### src/rtl/bram_burst_reader_if.sv
// Bundle of the command, RAM read-port and output-stream signals of bram_burst_reader.
// slave = the reader's view of the bundle; master = the environment driving commands and the RAM.
interface bram_burst_reader_if #(
  parameter int ADDR_W = 12
) ();
  logic              cmd_valid;
  logic              cmd_ready;
  logic [ADDR_W-1:0] cmd_addr;
  logic [ADDR_W:0]   cmd_len;

  logic              mem_rd_en;
  logic [ADDR_W-1:0] mem_rd_addr;
  logic [15:0]       mem_data;
  logic              mem_valid;

  logic              out_valid;
  logic              out_ready;
  logic [15:0]       out_data;
  logic              out_last;

  modport slave (
    input  cmd_valid, cmd_addr, cmd_len, mem_data, mem_valid, out_ready,
    output cmd_ready, mem_rd_en, mem_rd_addr, out_valid, out_data, out_last
  );

  modport master (
    output cmd_valid, cmd_addr, cmd_len, mem_data, mem_valid, out_ready,
    input  cmd_ready, mem_rd_en, mem_rd_addr, out_valid, out_data, out_last
  );
endinterface

### src/rtl/bram_burst_reader.sv
// Burst read sequencer: turns (addr, len) commands into one-per-cycle block RAM reads and streams the words out.
// Define BURST_READER_ERR_CHK_EN to enable the sticky protocol-error flag o_err.
module bram_burst_reader #(
  parameter int NUM_BLOCKS = 16,
  parameter int FIFO_DEPTH = 4
) (
  input  logic               i_clk,
  input  logic               i_rst_n,
  bram_burst_reader_if.slave bus,
  output logic               o_busy,
  output logic               o_err
);
  localparam int ADDR_W = 8 + $clog2(NUM_BLOCKS);
  localparam int PTR_W  = $clog2(FIFO_DEPTH);
  localparam int CNT_W  = PTR_W + 1;
  localparam logic [CNT_W-1:0] DEPTH_C = CNT_W'(FIFO_DEPTH);
  localparam logic [CNT_W:0]   DEPTH_X = (CNT_W+1)'(FIFO_DEPTH);
  localparam logic [ADDR_W:0]  LEN_ONE = (ADDR_W+1)'(1);

  typedef enum logic [1:0] {
    S_IDLE,
    S_ISSUE,
    S_DRAIN
  } state_t;

  state_t            r_state;
  state_t            w_state_next;
  logic [ADDR_W-1:0] r_addr;
  logic [ADDR_W-1:0] w_addr_next;
  logic [ADDR_W:0]   r_remaining;
  logic [ADDR_W:0]   w_remaining_next;

  logic              r_rd_en;
  logic              r_rd_last;
  logic [ADDR_W-1:0] r_rd_addr;
  logic              w_issue;
  logic              w_issue_last;
  logic [ADDR_W-1:0] w_issue_addr;

  logic              r_inflight;
  logic              r_inflight_last;
  logic              r_guard;

  logic [15:0]       r_fifo_data [FIFO_DEPTH];
  logic              r_fifo_last [FIFO_DEPTH];
  logic [PTR_W-1:0]  r_wr_ptr;
  logic [PTR_W-1:0]  r_rd_ptr;
  logic [CNT_W-1:0]  r_count;

  logic              w_empty;
  logic              w_full;
  logic              w_pop;
  logic              w_push;
  logic              w_mem_valid;
  logic              w_cmd_ready;
  logic              w_credit;
  logic [CNT_W:0]    w_outstanding;

  assign w_empty     = (r_count == '0);
  assign w_full      = (r_count == DEPTH_C);
  assign w_pop       = !w_empty && bus.out_ready;
  // r_guard masks the first cycle after reset so a RAM response to a pre-reset read is never captured
  assign w_mem_valid = bus.mem_valid && !r_guard;
  assign w_cmd_ready = (r_state == S_IDLE) && w_empty && !r_guard;

  // Every word that may still land in the FIFO: stored, returning this cycle, or on the RAM bus now
  assign w_outstanding = {1'b0, r_count}
                       + {{CNT_W{1'b0}}, r_inflight}
                       + {{CNT_W{1'b0}}, r_rd_en}
                       - {{CNT_W{1'b0}}, w_pop};
  assign w_credit = (w_outstanding < DEPTH_X);

`ifdef BURST_READER_ERR_CHK_EN
  logic r_err;

  assign w_push = w_mem_valid && r_inflight && (!w_full || w_pop);

  always_ff @(posedge i_clk or negedge i_rst_n) begin
    if (!i_rst_n) begin
      r_err <= 1'b0;
    end else if (w_mem_valid && (!r_inflight || (w_full && !w_pop))) begin
      r_err <= 1'b1;
    end
  end

  assign o_err = r_err;
`else
  assign w_push = w_mem_valid && (!w_full || w_pop);
  assign o_err  = 1'b0;
`endif

  always_ff @(posedge i_clk or negedge i_rst_n) begin
    if (!i_rst_n) begin
      r_state     <= S_IDLE;
      r_addr      <= '0;
      r_remaining <= '0;
      r_guard     <= 1'b1;
    end else begin
      r_state     <= w_state_next;
      r_addr      <= w_addr_next;
      r_remaining <= w_remaining_next;
      r_guard     <= 1'b0;
    end
  end

  // The first read of a burst issues on the accepting edge, so data reaches the output two cycles later
  always_comb begin
    w_state_next     = r_state;
    w_addr_next      = r_addr;
    w_remaining_next = r_remaining;
    w_issue          = 1'b0;
    w_issue_last     = 1'b0;
    w_issue_addr     = r_addr;
    case (r_state)
      S_IDLE: begin
        if (bus.cmd_valid && w_cmd_ready && (bus.cmd_len != '0)) begin
          w_issue          = 1'b1;
          w_issue_addr     = bus.cmd_addr;
          w_issue_last     = (bus.cmd_len == LEN_ONE);
          w_addr_next      = bus.cmd_addr + 1'b1;
          w_remaining_next = bus.cmd_len - 1'b1;
          w_state_next     = (bus.cmd_len == LEN_ONE) ? S_DRAIN : S_ISSUE;
        end
      end
      S_ISSUE: begin
        if (w_credit) begin
          w_issue          = 1'b1;
          w_issue_addr     = r_addr;
          w_issue_last     = (r_remaining == LEN_ONE);
          w_addr_next      = r_addr + 1'b1;
          w_remaining_next = r_remaining - 1'b1;
          if (r_remaining == LEN_ONE) begin
            w_state_next = S_DRAIN;
          end
        end
      end
      S_DRAIN: begin
        if (!r_rd_en && !r_inflight && w_empty) begin
          w_state_next = S_IDLE;
        end
      end
      default: begin
        w_state_next = S_IDLE;
      end
    endcase
  end

  // The last-word tag follows each read through the RAM latency so it pairs with its returning data
  always_ff @(posedge i_clk or negedge i_rst_n) begin
    if (!i_rst_n) begin
      r_rd_en         <= 1'b0;
      r_rd_last       <= 1'b0;
      r_rd_addr       <= '0;
      r_inflight      <= 1'b0;
      r_inflight_last <= 1'b0;
    end else begin
      r_rd_en         <= w_issue;
      r_rd_last       <= w_issue && w_issue_last;
      r_inflight      <= r_rd_en;
      r_inflight_last <= r_rd_en && r_rd_last;
      if (w_issue) begin
        r_rd_addr <= w_issue_addr;
      end
    end
  end

  always_ff @(posedge i_clk or negedge i_rst_n) begin
    if (!i_rst_n) begin
      r_wr_ptr <= '0;
      r_rd_ptr <= '0;
      r_count  <= '0;
    end else begin
      if (w_push) begin
        r_wr_ptr <= r_wr_ptr + 1'b1;
      end
      if (w_pop) begin
        r_rd_ptr <= r_rd_ptr + 1'b1;
      end
      case ({w_push, w_pop})
        2'b10:   r_count <= r_count + 1'b1;
        2'b01:   r_count <= r_count - 1'b1;
        default: r_count <= r_count;
      endcase
    end
  end

  always_ff @(posedge i_clk) begin
    if (w_push) begin
      r_fifo_data[r_wr_ptr] <= bus.mem_data;
      r_fifo_last[r_wr_ptr] <= r_inflight_last;
    end
  end

  assign bus.cmd_ready   = w_cmd_ready;
  assign bus.mem_rd_en   = r_rd_en;
  assign bus.mem_rd_addr = r_rd_addr;
  assign bus.out_valid   = !w_empty;
  assign bus.out_data    = w_empty ? 16'h0000 : r_fifo_data[r_rd_ptr];
  assign bus.out_last    = w_empty ? 1'b0 : r_fifo_last[r_rd_ptr];
  assign o_busy          = (r_state != S_IDLE) || !w_empty;
endmodule

### src/flat_wrapper.sv
// flat-port wrapper written by rule: the top's interface ports become plain ports
module bram_burst_reader_flat 
#(
  parameter int NUM_BLOCKS = 16,
  parameter int FIFO_DEPTH = 4
)
  (i_clk, i_rst_n, o_busy, o_err, bus_cmd_valid, bus_cmd_addr, bus_cmd_len, bus_mem_data, bus_mem_valid, bus_out_ready, bus_cmd_ready, bus_mem_rd_en, bus_mem_rd_addr, bus_out_valid, bus_out_data, bus_out_last);
  bram_burst_reader_if #(.ADDR_W((12))) bus_i ();
  input  logic i_clk;
  input  logic i_rst_n;
  output logic o_busy;
  output logic o_err;
  input wire logic [$bits(bus_i.cmd_valid)-1:0] bus_cmd_valid;
  input wire logic [$bits(bus_i.cmd_addr)-1:0] bus_cmd_addr;
  input wire logic [$bits(bus_i.cmd_len)-1:0] bus_cmd_len;
  input wire logic [$bits(bus_i.mem_data)-1:0] bus_mem_data;
  input wire logic [$bits(bus_i.mem_valid)-1:0] bus_mem_valid;
  input wire logic [$bits(bus_i.out_ready)-1:0] bus_out_ready;
  output wire logic [$bits(bus_i.cmd_ready)-1:0] bus_cmd_ready;
  output wire logic [$bits(bus_i.mem_rd_en)-1:0] bus_mem_rd_en;
  output wire logic [$bits(bus_i.mem_rd_addr)-1:0] bus_mem_rd_addr;
  output wire logic [$bits(bus_i.out_valid)-1:0] bus_out_valid;
  output wire logic [$bits(bus_i.out_data)-1:0] bus_out_data;
  output wire logic [$bits(bus_i.out_last)-1:0] bus_out_last;
  assign bus_i.cmd_valid = bus_cmd_valid;
  assign bus_i.cmd_addr = bus_cmd_addr;
  assign bus_i.cmd_len = bus_cmd_len;
  assign bus_i.mem_data = bus_mem_data;
  assign bus_i.mem_valid = bus_mem_valid;
  assign bus_i.out_ready = bus_out_ready;
  assign bus_cmd_ready = bus_i.cmd_ready;
  assign bus_mem_rd_en = bus_i.mem_rd_en;
  assign bus_mem_rd_addr = bus_i.mem_rd_addr;
  assign bus_out_valid = bus_i.out_valid;
  assign bus_out_data = bus_i.out_data;
  assign bus_out_last = bus_i.out_last;
  bram_burst_reader #(.NUM_BLOCKS(NUM_BLOCKS), .FIFO_DEPTH(FIFO_DEPTH)) u_core (.i_clk(i_clk), .i_rst_n(i_rst_n), .bus(bus_i), .o_busy(o_busy), .o_err(o_err));
endmodule
### config.mk
export PLATFORM = sky130hd
export DESIGN_NAME = bram_burst_reader_flat
export DESIGN_NICKNAME = d
export VERILOG_FILES = /design/src/rtl/bram_burst_reader_if.sv /design/src/rtl/bram_burst_reader.sv /design/src/flat_wrapper.sv
export SDC_FILE = /design/constraint.sdc
export NUM_CORES = 1
export LEC_CHECK = 0
export CAP_MARGIN = 20
export CORE_MARGIN = 4
export CORE_UTILIZATION = 35
export CTS_CLUSTER_SIZE = 10
export DETAILED_ROUTE_END_ITERATION = 8
export GPL_TIMING_DRIVEN = 0
export MAX_ROUTING_LAYER = met4
export SYNTH_ARGS = -nofsm -noshare
export SYNTH_HDL_FRONTEND = slang
export SYNTH_SLANG_ARGS = --single-unit
### constraint.sdc
create_clock -name i_clk -period 6.7 [get_ports i_clk]
set_clock_uncertainty 0.05 [all_clocks]
set_input_delay 1.675 -clock i_clk [delete_from_list [all_inputs] [get_ports i_clk]]
set_output_delay 1.675 -clock i_clk [all_outputs]
set_load 0.01 [all_outputs]
==> results of run 1 <==
sequential cells by signal, summed over array words and instances, names as in the netlist, 2 cells and up:
register	flops
u_core.r_fifo_data	64
u_core.r_remaining	13
u_core.bus.mem_rd_addr	12
u_core.r_addr	12
u_core.r_fifo_last	4
u_core.r_count	3
u_core.r_rd_ptr	2
u_core.r_state	2
u_core.r_wr_ptr	2
stage by stage:
step                hold slack, ns  cell area [um2]  worst slack (ns)  utilization (%)
floorplan                    0.384             5880              2.72                -
global route                 0.429             7510              1.59             45.5
CTS                          0.408             7510              1.87             45.5
global placement             0.393             6930              1.48             41.9
detailed placement           0.394             6950              1.44             42.0
finish                       0.415             7510              1.83             45.5
per-layer routing:
| layer | wire length, um | track usage (%) | vias up |
|---|---|---|---|
| met1 | 6530 | 20.7 | 2147 |
| met2 | 7020 | 26.2 | 129 |
| met4 | 153 | 4.88 | 0 |
| met5 | 0 | - | - |
| met3 | 751 | 4.24 | 14 |
| li1 | - | - | 2069 |
worst max-delay path, stage by stage:
cell                              delay [ns]
sky130_fd_sc_hd__clkdlybuf4s50_1        0.45
sky130_fd_sc_hd__nand2_1                0.13
sky130_fd_sc_hd__inv_1                  0.09
sky130_fd_sc_hd__ha_1                   0.28
sky130_fd_sc_hd__inv_1                  0.04
sky130_fd_sc_hd__ha_1                   0.26
sky130_fd_sc_hd__nand3_1                0.11
sky130_fd_sc_hd__a211o_1                0.31
sky130_fd_sc_hd__a31oi_1                0.59
sky130_fd_sc_hd__nor2_1                 0.25
sky130_fd_sc_hd__inv_2                  0.24
sky130_fd_sc_hd__clkbuf_1               0.47
sky130_fd_sc_hd__a21oi_1                0.13
sky130_fd_sc_hd__a21oi_1                0.14
synth_stat cells, types with 3 or more instances:
| cell | count |
|---|---|
| sky130_fd_sc_hd__edfxtp_1 | 68 |
| sky130_fd_sc_hd__dfrtp_1 | 50 |
| sky130_fd_sc_hd__nand2_1 | 50 |
| sky130_fd_sc_hd__a21oi_1 | 46 |
| sky130_fd_sc_hd__nor2_1 | 29 |
| sky130_fd_sc_hd__and2_1 | 25 |
| sky130_fd_sc_hd__o21ai_0 | 19 |
| sky130_fd_sc_hd__inv_1 | 18 |
| sky130_fd_sc_hd__mux4_2 | 17 |
| sky130_fd_sc_hd__clkbuf_1 | 14 |
| sky130_fd_sc_hd__xnor2_1 | 14 |
| sky130_fd_sc_hd__ha_1 | 13 |
| sky130_fd_sc_hd__nand3_1 | 9 |
| sky130_fd_sc_hd__nor3_1 | 9 |
| sky130_fd_sc_hd__buf_2 | 8 |
| sky130_fd_sc_hd__nor4_1 | 8 |
| sky130_fd_sc_hd__o211ai_1 | 8 |
| sky130_fd_sc_hd__and3_1 | 7 |
| sky130_fd_sc_hd__a31oi_1 | 6 |
| sky130_fd_sc_hd__xor2_1 | 6 |
| sky130_fd_sc_hd__a32oi_1 | 4 |
| sky130_fd_sc_hd__buf_1 | 4 |
| sky130_fd_sc_hd__mux2i_1 | 4 |
| sky130_fd_sc_hd__nand2b_1 | 4 |
| sky130_fd_sc_hd__nor3b_1 | 4 |
| sky130_fd_sc_hd__or4_1 | 4 |
| sky130_fd_sc_hd__and4b_1 | 3 |
| sky130_fd_sc_hd__o22ai_1 | 3 |
| sky130_fd_sc_hd__o311ai_0 | 3 |
| sky130_fd_sc_hd__o31a_1 | 3 |
| sky130_fd_sc_hd__o31ai_1 | 3 |
| sky130_fd_sc_hd__or3_1 | 3 |
area by class of cell:
cell class / instances / area (um2)
buffer: 27 / 115
fill: 1476 / 9010
clock inverter: 14 / 128
clock buffer: 18 / 439
timing repair buffer: 79 / 796
multi-input combinational: 337 / 2370
inverter: 19 / 71.3
sequential: 119 / 3320
tap: 220 / 275
logic make-up after synthesis:
family	Yosys count
and+or+nand+nor	165
adders and majority gates	14
AOI/OAI and AO/OA	114
xor gates and xnor gates	20
muxes	22
other	1
buffers and inverters	46
DFF	119
how the worst min path moves through the flow:
stage	depth (start not counted)	slack, ns	endpoint
floorplan	1	0.38	u_core.r_inflight_last$_DFF_PN0_
global placement	1	0.39	u_core.r_inflight_last$_DFF_PN0_
detailed placement	1	0.39	u_core.r_inflight_last$_DFF_PN0_
CTS	1	0.41	u_core.r_inflight_last$_DFF_PN0_
global route	1	0.43	u_core.r_inflight_last$_DFF_PN0_
finish	1	0.41	u_core.r_inflight_last$_DFF_PN0_
report_power, final:
| part | switching (W) | internal (W) | total, W | leakage (nW) |
|---|---|---|---|---|
| Clock | 0.000338 | 0.000521 | 0.000859 | 0.280 |
| Sequential | 0.000118 | 0.000953 | 0.00107 | 1.23 |
| Combinational | 0.000727 | 0.000612 | 0.00134 | 1.29 |
layout by cell type (no fill, tap or decap), types with 8 or more instances in the layout:
master,instances
sky130_fd_sc_hd__clkdlybuf4s50_1,77
sky130_fd_sc_hd__edfxtp_1,68
sky130_fd_sc_hd__nand2_1,50
sky130_fd_sc_hd__dfrtp_1,50
sky130_fd_sc_hd__a21oi_1,46
sky130_fd_sc_hd__nor2_1,29
sky130_fd_sc_hd__and2_1,25
sky130_fd_sc_hd__o21ai_0,19
sky130_fd_sc_hd__inv_1,18
sky130_fd_sc_hd__mux4_2,17
sky130_fd_sc_hd__clkbuf_16,17
sky130_fd_sc_hd__clkbuf_1,14
sky130_fd_sc_hd__xnor2_1,14
sky130_fd_sc_hd__ha_1,13
sky130_fd_sc_hd__buf_2,9
sky130_fd_sc_hd__nor3_1,9
sky130_fd_sc_hd__nand3_1,9
sky130_fd_sc_hd__nor4_1,8
sky130_fd_sc_hd__o211ai_1,8
==> metrics.log, run 1 <==
INFO  metric globalRouteOverflowTotal = 0
INFO  metric largest_net_degree_at_the_start_of_global_routing = 29
INFO  metric antenna_violating_nets_post_route = 0
INFO  metric hp-start = u_core.r_rd_last$_DFF_PN0_
INFO  metric status = finished, final reports clean
INFO  metric top_level_i_o_count = 80
INFO  metric detailed_place_hpwl = 9990 um
INFO  metric fin_setup_tns = 0 ns
INFO  metric cp_endpoint = u_core.r_remaining[11]$_DFFE_PN0P_
INFO  metric die_w = 138 um
INFO  metric initial_antenna_violation_count = 0
INFO  metric yosys.area.top_type_share = 34.8%
INFO  metric post_cts_repair_timing_setup_buffer_count = 0
INFO  metric critPathArrivalTime = 5.15 ns
INFO  metric gp_routability_congestion = 0.925
INFO  metric setup-violations-final = 0
INFO  metric critical_path.startpoint_type = input port
INFO  metric detailedRoute.firstIterationViolations = 268
INFO  metric worst_pin_slew = 0.937 ns
INFO  metric critical_path.startpoint = bus_out_ready
INFO  metric chipHeight = 138 um
INFO  metric wire_per_inst = 17.3 um
INFO  metric via_count = 4,359
INFO  metric power-per-cell-area = 435 mW/mm2
INFO  metric detail_route.wirelength = 14,400 um
INFO  metric rr_worst_depth = 15
INFO  metric synth_simple_gate_area_share = 14.5%
INFO  metric holdBufCountCts = 0
INFO  metric die-area = 0.0189 mm2
INFO  metric maximum_buffer_depth_of_the_clock_tree = 2
INFO  metric synth.yosys.warnings = 0
INFO  metric peak_ir_drop_on_the_vdd_network = 0.232 mV
INFO  metric detail_route.drc_violations = 0
INFO  metric synth_xor_xnor_area_share = 2.98%
INFO  metric area_delta_synth_final = 28.0%
INFO  metric fmax = 205 MHz
INFO  metric final_layout_size_suffix_gt1_share = 11.3%
INFO  metric clock-root-buffer = sky130_fd_sc_hd__clkbuf_16
INFO  metric netlist.top_cell.by_area = sky130_fd_sc_hd__edfxtp_1
INFO  metric vias_per_cell = 5.23
INFO  metric crit-reg2reg-launch = u_core.r_count[0]$_DFFE_PN0P_
INFO  metric hold_path_class = flop to flop
INFO  metric maxCapViolCount = 0
INFO  metric buffer_ports.inserted = 78
INFO  metric cts_htree_levels = 4
INFO  metric capturing_element_type_of_the_critical_path = flop
INFO  metric dr.pass1.iters = 5
INFO  metric initial_util = 35.5%
INFO  metric reg2reg_slack = 2.46 ns
INFO  metric largest_family_of_logic_cells_by_synthesized_area = simple AND/OR/NAND/NOR gates
INFO  metric track_usage = 16.4%
INFO  metric std_cell_rows = 47
INFO  metric num_antenna_cells = 0
INFO  metric crit_fanout = 10
INFO  metric synth.avg_cell_area = 11.7 um2
INFO  metric postSynth.asyncResetShare = 42.9%
INFO  metric grt_pass1_vias = 4,460
INFO  metric rsz0062_at_grt = false
INFO  metric synth-seq-cells = 119
INFO  metric number_of_flops_mapped_to_enable_cells_by_yosys = 68
INFO  metric worst_setup_hold_path_clk_slew = 0.05 ns
INFO  metric tritoncts.num_buffers = 17
INFO  metric timing.slew.headroom = 37.5%
INFO  metric timing.setup.critical_path_class = input port to flop
INFO  metric ys_types = 61
INFO  metric nets = 660
INFO  metric share_of_the_synthesized_area_in_compound_gates_ao_oa_aoi_oai = 12.3%
INFO  metric required = 6.99 ns
INFO  metric synth.area.top_cells = sky130_fd_sc_hd__edfxtp_1 (35%), sky130_fd_sc_hd__dfrtp_1 (21%), sky130_fd_sc_hd__mux4_2 (6.5%)
INFO  metric p_leak = 2.80 nW
INFO  metric finalNonFillerCells = 833
INFO  metric design.core.area = 0.0165 mm2
INFO  metric syn-instance-count = 501
INFO  metric portion_of_netlist_area_occupied_by_mux_cells = 7.39%
INFO  metric mappedNetlistArea = 0.00587 mm2
INFO  metric post_cts_resized = 0
INFO  metric cts_tree = yes
INFO  metric tritoncts_num_sinks = 119
INFO  metric slew_viol_final = 0
INFO  metric grt_pass1_wl = 23,100 um
INFO  metric yosys_most_used_dff = sky130_fd_sc_hd__edfxtp_1
INFO  metric report.final.hold_viol_count = 0
INFO  metric post_synthesis_share_of_cell_area_spent_on_full_adders_half_adders_and_majority_gates = 3.11%
INFO  metric reg2reg_to = u_core.r_remaining[11]$_DFFE_PN0P_
INFO  metric synth_sequential_area_ratio = 56.5%
INFO  metric worstSkewPairLatency = 0.41 ns
INFO  metric timing.final.crit_share = 72.7%
INFO  metric design_power_total = 0.00327 W
INFO  metric finalCriticalPeriod = 4.87 ns
INFO  metric dp.cells = 801
Power figures use the tool's default switching activity.
==> run 2: changes to the inputs <==
clock period = 4.5 ns   (was 6.7 ns; I/O delays follow)
==> run 2 against run 1 <==
Clock power grew 49%. Sequential share of layout area is essentially flat. Cell area is essentially flat. Register-to-register slack lost 2.0 ns. Flip-flop and latch count is the same. Global-route usage is the same. Via count shrank 0.39%. Hold slack gained 0.0012 ns. Power grew 49%. Critical path depth shrank 9. Count of clock-buffer cells in the layout is the same. Worst setup slack lost 1.4 ns. Largest power group unchanged.
==> metrics.log, run 2 (synthesis gave the netlist of run 1 again) <==
INFO  metric maximum_buffer_depth_of_the_clock_tree = 2 (unchanged)
INFO  metric final_common_cell = sky130_fd_sc_hd__clkdlybuf4s50_1
INFO  metric globalRouteOverflowTotal = 0 (unchanged)
INFO  metric post_cts_repair_timing_setup_buffer_count = 0 (unchanged)
INFO  metric grt_pass1_vias = 4,460 (unchanged)
INFO  metric timing.final.crit_share = 91.3%
INFO  metric gp_routability_congestion = 0.925 (unchanged)
INFO  metric registers.top_by_ff_count = u_core.r_fifo_data
INFO  metric clockPowerShare = 26.3% (about the same)
INFO  metric chipHeight = 138 um (unchanged)
INFO  metric setup-violations-final = 0 (unchanged)
INFO  metric largest_net_degree_at_the_start_of_global_routing = 29 (unchanged)
INFO  metric via_count = 4,342 (-0.39%)
INFO  metric detail_route.drc_violations = 0 (unchanged)
INFO  metric rsz0062_at_grt = false
INFO  metric hold_path_class = flop to flop
INFO  metric std_cell_rows = 47 (unchanged)
INFO  metric finalNonFillerCells = 833 (unchanged)
INFO  metric final_core_util = 45.5% (about the same)
INFO  metric tritoncts_num_sinks = 119 (unchanged)
INFO  metric multiInputGateArea = 0.00238 mm2 (+0.26%)
INFO  metric power-per-cell-area = 648 mW/mm2 (+49%)
INFO  metric report.final.hold_viol_count = 0 (unchanged)
INFO  metric worst_setup_hold_path_clk_slew = 0.06 ns (about the same)
INFO  metric reg2reg_slack = 0.48 ns (-1.98 ns)
INFO  metric slew_viol_final = 0 (unchanged)
INFO  metric worst_slack = 0.393 ns (-1.44 ns)
INFO  metric cts_tree = yes
INFO  metric fmax = 244 MHz
INFO  metric design.core.area = 0.0165 mm2 (unchanged)
INFO  metric detailed_place_hpwl = 9990 um (unchanged)
INFO  metric die_w = 138 um (unchanged)
INFO  metric topRoutingLayerUsed = met4
INFO  metric biggestRegsByFlops = u_core.r_fifo_data: 64 flops, u_core.r_remaining: 13 flops
INFO  metric rr_worst_depth = 15 (unchanged)
INFO  metric critical_path.startpoint_type = flop
INFO  metric cp_endpoint = bus_out_data[9]
INFO  metric detailedRoute.firstIterationViolations = 275 (+2.6%)
INFO  metric antenna_violating_nets_post_route = 0 (unchanged)
INFO  metric maxCapViolCount = 0 (unchanged)
INFO  metric dp.cells = 801 (unchanged)
INFO  metric detail_route.wirelength.met1 = 6490 um (-0.51%)
INFO  metric grt_pass1_wl = 23,100 um (unchanged)
INFO  metric post-route-cell-area = 0.00752 mm2 (about the same)
INFO  metric met2RoutedLength = 6960 um (-0.85%)
INFO  metric cts_htree_levels = 4 (unchanged)
INFO  metric critPathArrivalTime = 2.93 ns (-2.22 ns)
INFO  metric dr.pass1.iters = 6 (+1)
INFO  metric nets = 660 (unchanged)
INFO  metric power_switching = 0.00176 W (+49%)
INFO  metric cell_internal_pwr = 0.00311 W (+49%)
INFO  metric reg2reg_to = u_core.r_remaining[11]$_DFFE_PN0P_
INFO  metric track_usage = 16.4% (unchanged)
INFO  metric crit-reg2reg-launch = u_core.r_count[0]$_DFFE_PN0P_
INFO  metric sequential_cell_area = 0.00332 mm2 (unchanged)
INFO  metric p_leak = 2.80 nW (about the same)
INFO  metric wire_per_inst = 17.3 um (-0.50%)
INFO  metric timing.slew.headroom = 37.5% (about the same)
INFO  metric seq_power_share = 32.7% (about the same)
INFO  metric largest_reg_flops = 64 (unchanged)
INFO  metric holdBufCountCts = 0 (unchanged)
INFO  metric finalCriticalPeriod = 4.11 ns
INFO  metric status = finished, final reports clean
INFO  metric final.fill_count = 1,474 (-0.14%)
INFO  metric crit_fanout = 10 (unchanged)
INFO  metric num_antenna_cells = 0 (unchanged)
INFO  metric capturing_element_type_of_the_critical_path = output port
INFO  metric required = 3.32 ns (-3.67 ns)
INFO  metric buffer_ports.inserted = 78 (unchanged)
INFO  metric fin_setup_tns = 0 ns (unchanged)
INFO  metric worstSkewPairLatency = 0.41 ns (about the same)
INFO  metric worst_pin_slew = 0.937 ns (-0.000140 ns)
INFO  metric final_layout_size_suffix_gt1_share = 11.4% (+0.16 points)
INFO  metric post_dp_cell_area = 0.00695 mm2 (unchanged)
INFO  metric area_delta_synth_final = 28.1% (about the same)
INFO  metric detail_route.wirelength = 14,400 um (-0.50%)
INFO  metric top_level_i_o_count = 80 (unchanged)
INFO  metric commonest_non_fill_non_tap_cells_in_the_layout = sky130_fd_sc_hd__clkdlybuf4s50_1 (77), sky130_fd_sc_hd__edfxtp_1 (68), sky130_fd_sc_hd__nand2_1 (50), sky130_fd_sc_hd__dfrtp_1 (50), sky130_fd_sc_hd__a21oi_1 (46)
INFO  metric initial_antenna_violation_count = 0 (unchanged)
INFO  metric die-area = 0.0189 mm2 (unchanged)
INFO  metric wl_met3 = 762 um (+1.5%)
INFO  metric peak_ir_drop_on_the_vdd_network = 0.346 mV (+49%)
INFO  metric clock-root-buffer = sky130_fd_sc_hd__clkbuf_16
INFO  metric tritoncts.num_buffers = 17 (unchanged)
INFO  metric sw_frac_of_total = 36.2% (about the same)
INFO  metric combinational_fraction_of_design_power = 41.0% (about the same)
INFO  metric post_cts_resized = 0 (unchanged)
INFO  metric initial_util = 35.5% (unchanged)
INFO  metric vias_per_cell = 5.21 (-0.39%)
INFO  metric critical_path.startpoint = u_core.r_rd_ptr[0]$_DFFE_PN0P_
INFO  metric timing.setup.critical_path_class = flop to output port
INFO  metric placement.setup.worst_slack = -0.208 ns (-1.65 ns)
-- run 2: layout make-up --
type / count / area share (%)
buffer: 27 / 1.53
clock buffer: 18 / 5.84
clock inverter: 14 / 1.70
inverter: 19 / 0.948
multi-input combinational: 337 / 31.6
sequential: 119 / 44.1
tap: 220 / 3.66
timing repair buffer: 79 / 10.6
-- run 2: power groups by stage --
stage                     clock network (W)  logic, W  registers (W)
after floorplan                           0   0.00122        0.00159
after global routing                0.00136   0.00222        0.00163
final                               0.00128   0.00200        0.00160
after CTS                           0.00130   0.00202        0.00159
after global placement                    0   0.00198        0.00160
after detailed placement                  0   0.00201        0.00161
-- run 2: critical path, cell delays in order (launching register included) --
cell,delay (ns)
sky130_fd_sc_hd__dfrtp_1,0.31
sky130_fd_sc_hd__buf_2,0.31
sky130_fd_sc_hd__buf_1,0.66
sky130_fd_sc_hd__mux4_2,0.59
sky130_fd_sc_hd__and2_1,0.18
sky130_fd_sc_hd__clkdlybuf4s50_1,0.48
-- run 2: per-layer routing --
layer,track usage [%],vias up
met1,20.7,2139
li1,-,2071
met4,4.88,0
met2,26.2,117
met5,-,-
met3,4.24,15
-- run 2: stage by stage --
step	hold WS (ns)	power, W
finish	0.416	0.00487
global route	0.429	0.00520
CTS	0.408	0.00491
detailed placement	0.394	0.00362
global placement	0.393	0.00358
floorplan	0.384	0.00281
-- run 2: worst min path at each step --
stage | cells after the start | start | endpoint
floorplan | 1 | u_core.r_rd_last$_DFF_PN0_ | u_core.r_inflight_last$_DFF_PN0_
finish | 1 | u_core.r_rd_last$_DFF_PN0_ | u_core.r_inflight_last$_DFF_PN0_
global route | 1 | u_core.r_rd_last$_DFF_PN0_ | u_core.r_inflight_last$_DFF_PN0_
global placement | 1 | u_core.r_rd_last$_DFF_PN0_ | u_core.r_inflight_last$_DFF_PN0_
detailed placement | 1 | u_core.r_rd_last$_DFF_PN0_ | u_core.r_inflight_last$_DFF_PN0_
CTS | 1 | u_core.r_rd_last$_DFF_PN0_ | u_core.r_inflight_last$_DFF_PN0_
